### src/rtl/llc_update_queue_pkg.sv
// Shared LLC types and constants for the update queue and its packet FIFO.
package llc_update_queue_pkg;

  localparam int unsigned LLC_SETS   = 512;
  localparam int unsigned LLC_WAYS   = 16;
  localparam int unsigned LLC_SET_W  = $clog2(LLC_SETS);
  localparam int unsigned LLC_WAY_W  = $clog2(LLC_WAYS);
  localparam int unsigned LLC_TAG_W  = 16;
  localparam int unsigned LLC_LINE_W = 32;
  localparam int unsigned LLC_OWN_W  = 4;
  localparam int unsigned LLC_SHR_W  = 16;

  typedef logic [LLC_SET_W-1:0] llc_set_t;
  typedef logic [LLC_WAY_W-1:0] llc_way_t;
  typedef logic [2:0]           llc_state_t;
  typedef logic                 llc_hprot_t;

  localparam llc_state_t INVALID = 3'd0;
  localparam llc_state_t VALID   = 3'd1;
  localparam llc_hprot_t DATA    = 1'b1;

  typedef enum logic [1:0] {
    UPD_WRITE = 2'd0,
    UPD_RST   = 2'd1,
    UPD_FLUSH = 2'd2
  } llc_upd_op_t;

  typedef struct packed {
    logic [LLC_TAG_W-1:0]  tag;
    llc_state_t            state;
    logic [LLC_LINE_W-1:0] line;
    llc_hprot_t            hprot;
    logic [LLC_OWN_W-1:0]  owner;
    logic [LLC_SHR_W-1:0]  sharers;
    logic                  dirty;
  } llc_entry_t;

  typedef struct packed {
    llc_upd_op_t op;
    llc_set_t    set;
    llc_way_t    way;
    llc_entry_t  entry;
    llc_way_t    evict_way;
    logic        upd_evict;
  } llc_upd_pkt_t;

  typedef enum logic [2:0] {
    IDLE,
    RST_SWEEP,
    FLUSH_RD,
    FLUSH_WR,
    DONE
  } llc_upd_state_t;

  // A flush only invalidates valid lines that hold data (not instructions).
  function automatic logic is_flushable(input llc_state_t state, input llc_hprot_t hprot);
    return (state == VALID) && (hprot == DATA);
  endfunction

endpackage

### src/rtl/llc_update_fifo.sv
// Circular packet FIFO with extra pointer MSB for full/empty, plus a
// per-entry view of queued writes for the same-set hazard compare.
module llc_update_fifo
  import llc_update_queue_pkg::*;
#(
  parameter int unsigned DEPTH = 4,
  parameter int unsigned SET_W = LLC_SET_W
) (
  input  logic             clk,
  input  logic             rst,
  input  logic             push,
  input  llc_upd_pkt_t     push_pkt,
  input  logic             pop,
  output logic             full,
  output logic             empty,
  output llc_upd_pkt_t     head,
  output logic [DEPTH-1:0] ent_write,
  output logic [SET_W-1:0] ent_set [DEPTH]
);

  localparam int unsigned IDX_W = $clog2(DEPTH);

  logic [IDX_W:0]   wr_ptr;
  logic [IDX_W:0]   rd_ptr;
  logic [IDX_W:0]   count;
  logic [IDX_W-1:0] offs;
  llc_upd_pkt_t     mem [DEPTH];

  assign empty = (wr_ptr == rd_ptr);
  assign full  = (wr_ptr[IDX_W] != rd_ptr[IDX_W]) &&
                 (wr_ptr[IDX_W-1:0] == rd_ptr[IDX_W-1:0]);
  assign count = wr_ptr - rd_ptr;
  assign head  = mem[rd_ptr[IDX_W-1:0]];

  // Pointer advance; reset empties the queue.
  always_ff @(posedge clk) begin
    if (rst) begin
      wr_ptr <= '0;
      rd_ptr <= '0;
    end else begin
      if (push && !full)
        wr_ptr <= wr_ptr + (IDX_W+1)'(1);
      if (pop && !empty)
        rd_ptr <= rd_ptr + (IDX_W+1)'(1);
    end
  end

  // Packet storage; contents only matter while covered by the pointers.
  always_ff @(posedge clk) begin
    if (push && !full)
      mem[wr_ptr[IDX_W-1:0]] <= push_pkt;
  end

  // An entry is live when its distance from the read index is below the count.
  always_comb begin
    ent_write = '0;
    offs      = '0;
    for (int unsigned i = 0; i < DEPTH; i++) begin
      offs         = IDX_W'(i) - rd_ptr[IDX_W-1:0];
      ent_write[i] = ({1'b0, offs} < count) && (mem[i].op == UPD_WRITE);
      ent_set[i]   = mem[i].set[SET_W-1:0];
    end
  end

endmodule

### src/rtl/llc_update_queue.sv
// LLC update stage: queues update packets and drains them to the SRAM write
// ports, running reset/flush as multi-cycle sweeps over every set.
module llc_update_queue
  import llc_update_queue_pkg::*;
#(
  parameter  int unsigned WAYS  = LLC_WAYS,
  parameter  int unsigned SETS  = LLC_SETS,
  parameter  int unsigned DEPTH = 4,
  localparam int unsigned SET_W = $clog2(SETS)
) (
  input  logic             clk,
  input  logic             rst,
  input  logic             in_valid,
  output logic             in_ready,
  input  llc_upd_pkt_t     in_pkt,
  output logic             wr_en,
  output logic [SET_W-1:0] wr_set,
  output llc_way_t         wr_way,
  output llc_entry_t       wr_entry,
  output logic             wr_en_evict_way,
  output llc_way_t         wr_evict_way,
  output logic [WAYS-1:0]  wr_rst_flush,
  output logic             rd_en,
  output logic [SET_W-1:0] rd_set,
  input  llc_state_t       rd_states [WAYS],
  input  llc_hprot_t       rd_hprots [WAYS],
  input  logic [SET_W-1:0] lookup_set,
  output logic             lookup_hazard,
  output logic             sweep_busy,
  output logic             done_valid,
  input  logic             done_ready
);

  llc_upd_state_t   state;
  logic [SET_W-1:0] cnt;
  logic             full;
  logic             empty;
  logic             push;
  logic             pop;
  logic             head_pass;
  logic             last_set;
  logic             queued_hit;
  llc_upd_pkt_t     head;
  logic [DEPTH-1:0] ent_write;
  logic [SET_W-1:0] ent_set [DEPTH];

  assign in_ready = !full && !rst;
  assign push     = in_valid && in_ready;
  assign last_set = (cnt == SET_W'(SETS - 1));

  // Any non-sweep head retires straight from IDLE; unknown ops drop silently.
  assign head_pass = !rst && (state == IDLE) && !empty &&
                     (head.op != UPD_RST) && (head.op != UPD_FLUSH);
  assign pop       = head_pass || (!rst && (state == DONE) && done_ready);

  llc_update_fifo #(
    .DEPTH (DEPTH),
    .SET_W (SET_W)
  ) u_fifo (
    .clk       (clk),
    .rst       (rst),
    .push      (push),
    .push_pkt  (in_pkt),
    .pop       (pop),
    .full      (full),
    .empty     (empty),
    .head      (head),
    .ent_write (ent_write),
    .ent_set   (ent_set)
  );

  // Sweep sequencer: launches from a sweep packet at the head, walks every set.
  always_ff @(posedge clk) begin
    if (rst) begin
      state <= IDLE;
      cnt   <= '0;
    end else begin
      case (state)
        IDLE: begin
          if (!empty && head.op == UPD_RST) begin
            cnt   <= '0;
            state <= RST_SWEEP;
          end else if (!empty && head.op == UPD_FLUSH) begin
            cnt   <= '0;
            state <= FLUSH_RD;
          end
        end
        RST_SWEEP: begin
          if (last_set) state <= DONE;
          else          cnt   <= cnt + SET_W'(1);
        end
        FLUSH_RD: state <= FLUSH_WR;
        FLUSH_WR: begin
          if (last_set) begin
            state <= DONE;
          end else begin
            cnt   <= cnt + SET_W'(1);
            state <= FLUSH_RD;
          end
        end
        DONE: begin
          if (done_ready) state <= IDLE;
        end
        default: state <= IDLE;
      endcase
    end
  end

  // Write/read port mux; everything idles at zero, and reset silences it at once.
  always_comb begin
    wr_en           = 1'b0;
    wr_set          = '0;
    wr_way          = '0;
    wr_entry        = '0;
    wr_en_evict_way = 1'b0;
    wr_evict_way    = '0;
    wr_rst_flush    = '0;
    rd_en           = 1'b0;
    rd_set          = '0;
    done_valid      = 1'b0;
    if (!rst) begin
      case (state)
        IDLE: begin
          if (head_pass && head.op == UPD_WRITE) begin
            wr_en           = 1'b1;
            wr_set          = head.set[SET_W-1:0];
            wr_way          = head.way;
            wr_entry        = head.entry;
            wr_en_evict_way = head.upd_evict;
            wr_evict_way    = head.evict_way;
          end
        end
        RST_SWEEP: begin
          wr_rst_flush    = '1;
          wr_set          = cnt;
          wr_entry.state  = INVALID;
          wr_en_evict_way = 1'b1;
        end
        FLUSH_RD: begin
          rd_en  = 1'b1;
          rd_set = cnt;
        end
        FLUSH_WR: begin
          wr_set         = cnt;
          wr_entry.state = INVALID;
          for (int unsigned w = 0; w < WAYS; w++)
            wr_rst_flush[w] = is_flushable(rd_states[w], rd_hprots[w]);
        end
        DONE: done_valid = 1'b1;
        default: ;
      endcase
    end
  end

  // Same-set hazard against every live queued write.
  always_comb begin
    queued_hit = 1'b0;
    for (int unsigned i = 0; i < DEPTH; i++)
      if (ent_write[i] && ent_set[i] == lookup_set)
        queued_hit = 1'b1;
  end

  assign sweep_busy    = !rst && (state != IDLE);
  assign lookup_hazard = !rst && (sweep_busy || queued_hit);

endmodule

### config.mk
export PLATFORM = sky130hd
export DESIGN_NAME = llc_update_queue
export DESIGN_NICKNAME = d
export VERILOG_FILES = /design/src/rtl/llc_update_queue_pkg.sv /design/src/rtl/llc_update_fifo.sv /design/src/rtl/llc_update_queue.sv
export SDC_FILE = /design/constraint.sdc
export NUM_CORES = 1
export LEC_CHECK = 0
export ABC_CLOCK_PERIOD_IN_PS = 6800
export CORE_MARGIN = 2
export CORE_UTILIZATION = 35
export CTS_BUF_LIST = sky130_fd_sc_hd__clkbuf_4 sky130_fd_sc_hd__clkbuf_8 sky130_fd_sc_hd__clkbuf_16
export DETAILED_ROUTE_END_ITERATION = 12
export GPL_TIMING_DRIVEN = 0
export HOLD_SLACK_MARGIN = 0.12
export REMOVE_ABC_BUFFERS = 1
export SYNTH_ARGS = -nofsm -noshare
export SYNTH_HDL_FRONTEND = slang
export SYNTH_SLANG_ARGS = --single-unit
### constraint.sdc
create_clock -name clk -period 6.8 [get_ports clk]
set_clock_uncertainty 0.2 [all_clocks]
set_input_delay 0.68 -clock clk [delete_from_list [all_inputs] [get_ports clk]]
set_output_delay 0.68 -clock clk [all_outputs]
set_load 0.005 [all_outputs]
==> results.py <==
metrics = {
    "cells_and_area": {
        "area_growth_pct": 33.1,
        "layout-drive-gt1-share": 0.154,
        "fillCellCount": 3922,
        "final-instance-count-excl-fill": 1798,
        "multiInputGateArea_mm2": 0.00430,
        "regArea_mm2": 0.0116,
        "nNetsFinal": 1348,
    },
    "timing": {
        "slew_violations": 0,
        "timing.fmax_ghz": 0.204,
        "period_share": 0.719,
        "setup_ws_ns": 1.91,
        "setup_tns_ns": 0,
        "slew_headroom": 0.146,
        "setup_viol": 0,
        "hold_viol": 0,
        "rsz0062_at_grt": "false",
        "finalCriticalPeriod_ns": 4.89,
        "worst_slew_pin_slew_ns": 1.27,
    },
    "floorplan": {
        "ios": 292,
        "die_height_um": 218,
        "core_area_mm2": 0.0454,
        "dieArea_mm2": 0.0477,
        "row_count": 78,
        "start_util": 0.354,
        "die_width_um": 218,
    },
    "worst_setup_path": {
        "cp-start-kind": "register",
        "crit_path_top_delay_cell": "a21oi_4",
        "crit_type": "register to output port",
        "cp-end-kind": "output port",
        "required_ns": 5.92,
        "path_cells": "buf_12 -> mux4_2 -> a21oi_4 -> and2_1 -> a22oi_1 -> nor2_1 -> clkdlybuf4s50_1",
        "slowest_delay_ns": 0.74,
        "cp.arrival_ns": 4.01,
        "worst_path_dominant_cell_family": "compound AO/OA/AOI/OAI gates",
        "critical_path_buf_inv_count": 2,
        "critPathMaxFanout": 33,
    },
    "global_routing": {
        "grt_usage": 0.163,
        "grt_antenna_before_repair": 2,
        "grt.overflow.total": 0,
        "grt_pass1_wl_um": 58000,
        "grt_pass1_vias": 9825,
        "grt_max_degree": 54,
    },
    "run": {
        "cap_violations": 0,
    },
    "cts": {
        "cts_root_buffer": "clkbuf_16",
        "post_cts_resized": 0,
        "numCtsBuffers": 43,
        "cts_tree": "done",
        "clkSlewWorstSetupHoldPaths_ns": 0.06,
        "clock-sinks": 392,
        "post_cts_buffers": 0,
        "holdBufCountCts": 0,
        "cts_buffer_depth": 3,
        "clk_latency_ns": 0.55,
        "htreeDepth": 2,
    },
    "yosys": {
        "yosysTopAreaCell": "edfxtp_1",
        "yosysUniqueCellTypes": 39,
        "synth_top_cell_area_share": 0.694,
        "yosys-top-cells-count": "edfxtp_1, mux4_2, and3_1",
        "yosysMostFrequentCell": "edfxtp_1",
        "synthCells": 863,
        "synthTopCellsByArea": "edfxtp_1, mux4_2, and3_1, dfxtp_1, xor2_1",
        "synth_enable_flop_cells": 372,
        "yosysSeqAreaShare": 0.719,
        "ys_warn_count": 0,
        "synthFlopType": "edfxtp_1",
        "syn_area_mm2": 0.0161,
        "synth_seq_cells": 392,
        "async_reset_ff_frac": 0,
        "syn_avg_cell_area_um2": 18.6,
    },
    "detailed_routing": {
        "vias_per_cell": 5.04,
        "drc": 0,
        "wl_per_cell_um": 21.7,
        "wl_um": 39000,
        "drtPass1Iterations": 4,
        "initialDrtViolationCount": 534,
        "routed-via-count": 9070,
        "drtAntennaViolNets": 0,
    },
    "power": {
        "total_power_mw": 5.75,
        "vdd.ir_drop.worst_mv": 0.192,
        "leakage_nw": 7.04,
        "powerDensity_mw_per_mm2": 269,
    },
    "placed_design": {
        "pre_cts_ws_ns": 2.07,
        "portBuffers": 291,
        "hpwl_um": 24600,
        "place.gp.congestion": 0.779,
        "dp_cells": 1717,
    },
    "min_path": {
        "hold_class": "register to register",
    },
    "status": {
        "outcome": "finished clean",
    },
}
stage by stage:
stage               hold WS [ns]   util  area (um^2)
floorplan                  0.252      -        15900
global placement           0.289  0.431        19500
detailed placement         0.303  0.439        19900
CTS                        0.320  0.472        21400
global route               0.355  0.472        21400
finish                     0.318  0.472        21400
worst paths after layout:
| path | startpoint | endpoint | slack, ns | cells after the start |
|---|---|---|---|---|
| worst max-delay path | register | wr_set[6] | 1.91 | 7 |
| worst min-delay path | cnt[8] | cnt[8] | 0.32 | 2 |
| worst max register to register | u_fifo.rd_ptr[1] | u_fifo.mem[3][37] | 3.27 | 6 |
| worst min register to register | cnt[8] | cnt[8] | 0.32 | 2 |
report_power, final:
part	switching (mW)	internal, mW	leakage, nW
clock network	0.934	1.47	0.731
registers	0.0397	2.71	3.54
logic	0.278	0.310	2.77
registers in the layout, indices dropped and copies added (netlist names), named ones only:
| register | count |
|---|---|
| u_fifo.wr_ptr | 3 |
| u_fifo.rd_ptr | 3 |
| cnt | 9 |
| u_fifo.mem | 372 |
| state | 3 |
kinds of logic after synthesis:
family                     count (synthesis)  synth area share
xor gates and xnor gates                  42            0.0229
buffers and inverters                     62            0.0153
and+or+nand+nor                          192            0.0748
AOI/OAI and AO/OA                         64            0.0233
DFF                                      392             0.719
muxes                                     95             0.131
adders and majority gates                 16            0.0129
worst register-to-register path, delay by kind of cell (launching register included):
family,cells,cell delay (ns)
buf+inv,2,0.47
compound gates,1,0.76
flops,1,0.39
fa+ha+maj,1,0.30
simple gates,2,0.98
cells in the final DEF, fill, tap and decap left out, drive strengths merged, types with 3 or more instances in the layout:
cell	n
edfxtp	372
clkdlybuf4s50	291
mux4	93
and3	85
clkbuf	49
a21oi	32
nor2	23
xor2	22
xnor2	20
dfxtp	20
clkinv	20
and2	17
nand4bb	16
ha	15
buf	14
inv	13
nand2	10
nor4	9
a22oi	9
o21ai	9
bufinv	7
nand3b	6
nand3	5
nor3	5
nand4	4
a31oi	4
or3	4
nor2b	3
o31ai	3
cell type report:
cell class | instances | share of cell area
flip-flops and latches | 392 | 0.541
multi-input cells | 409 | 0.201
repair buffers | 305 | 0.152
clock buffers | 49 | 0.0532
well taps | 600 | 0.0351
clock inverters | 31 | 0.0162
inverters | 11 | 0.00193
diodes | 1 | 0.000117
per-layer routing:
metal	vias up	global-route usage	wire length [um]
met5	-	0	13
met4	2	0.0410	725
met3	42	0.0521	3040
met2	275	0.285	19600
met1	4644	0.193	15600
li1	4107	-	-
(Power assumes the default switching activity.)
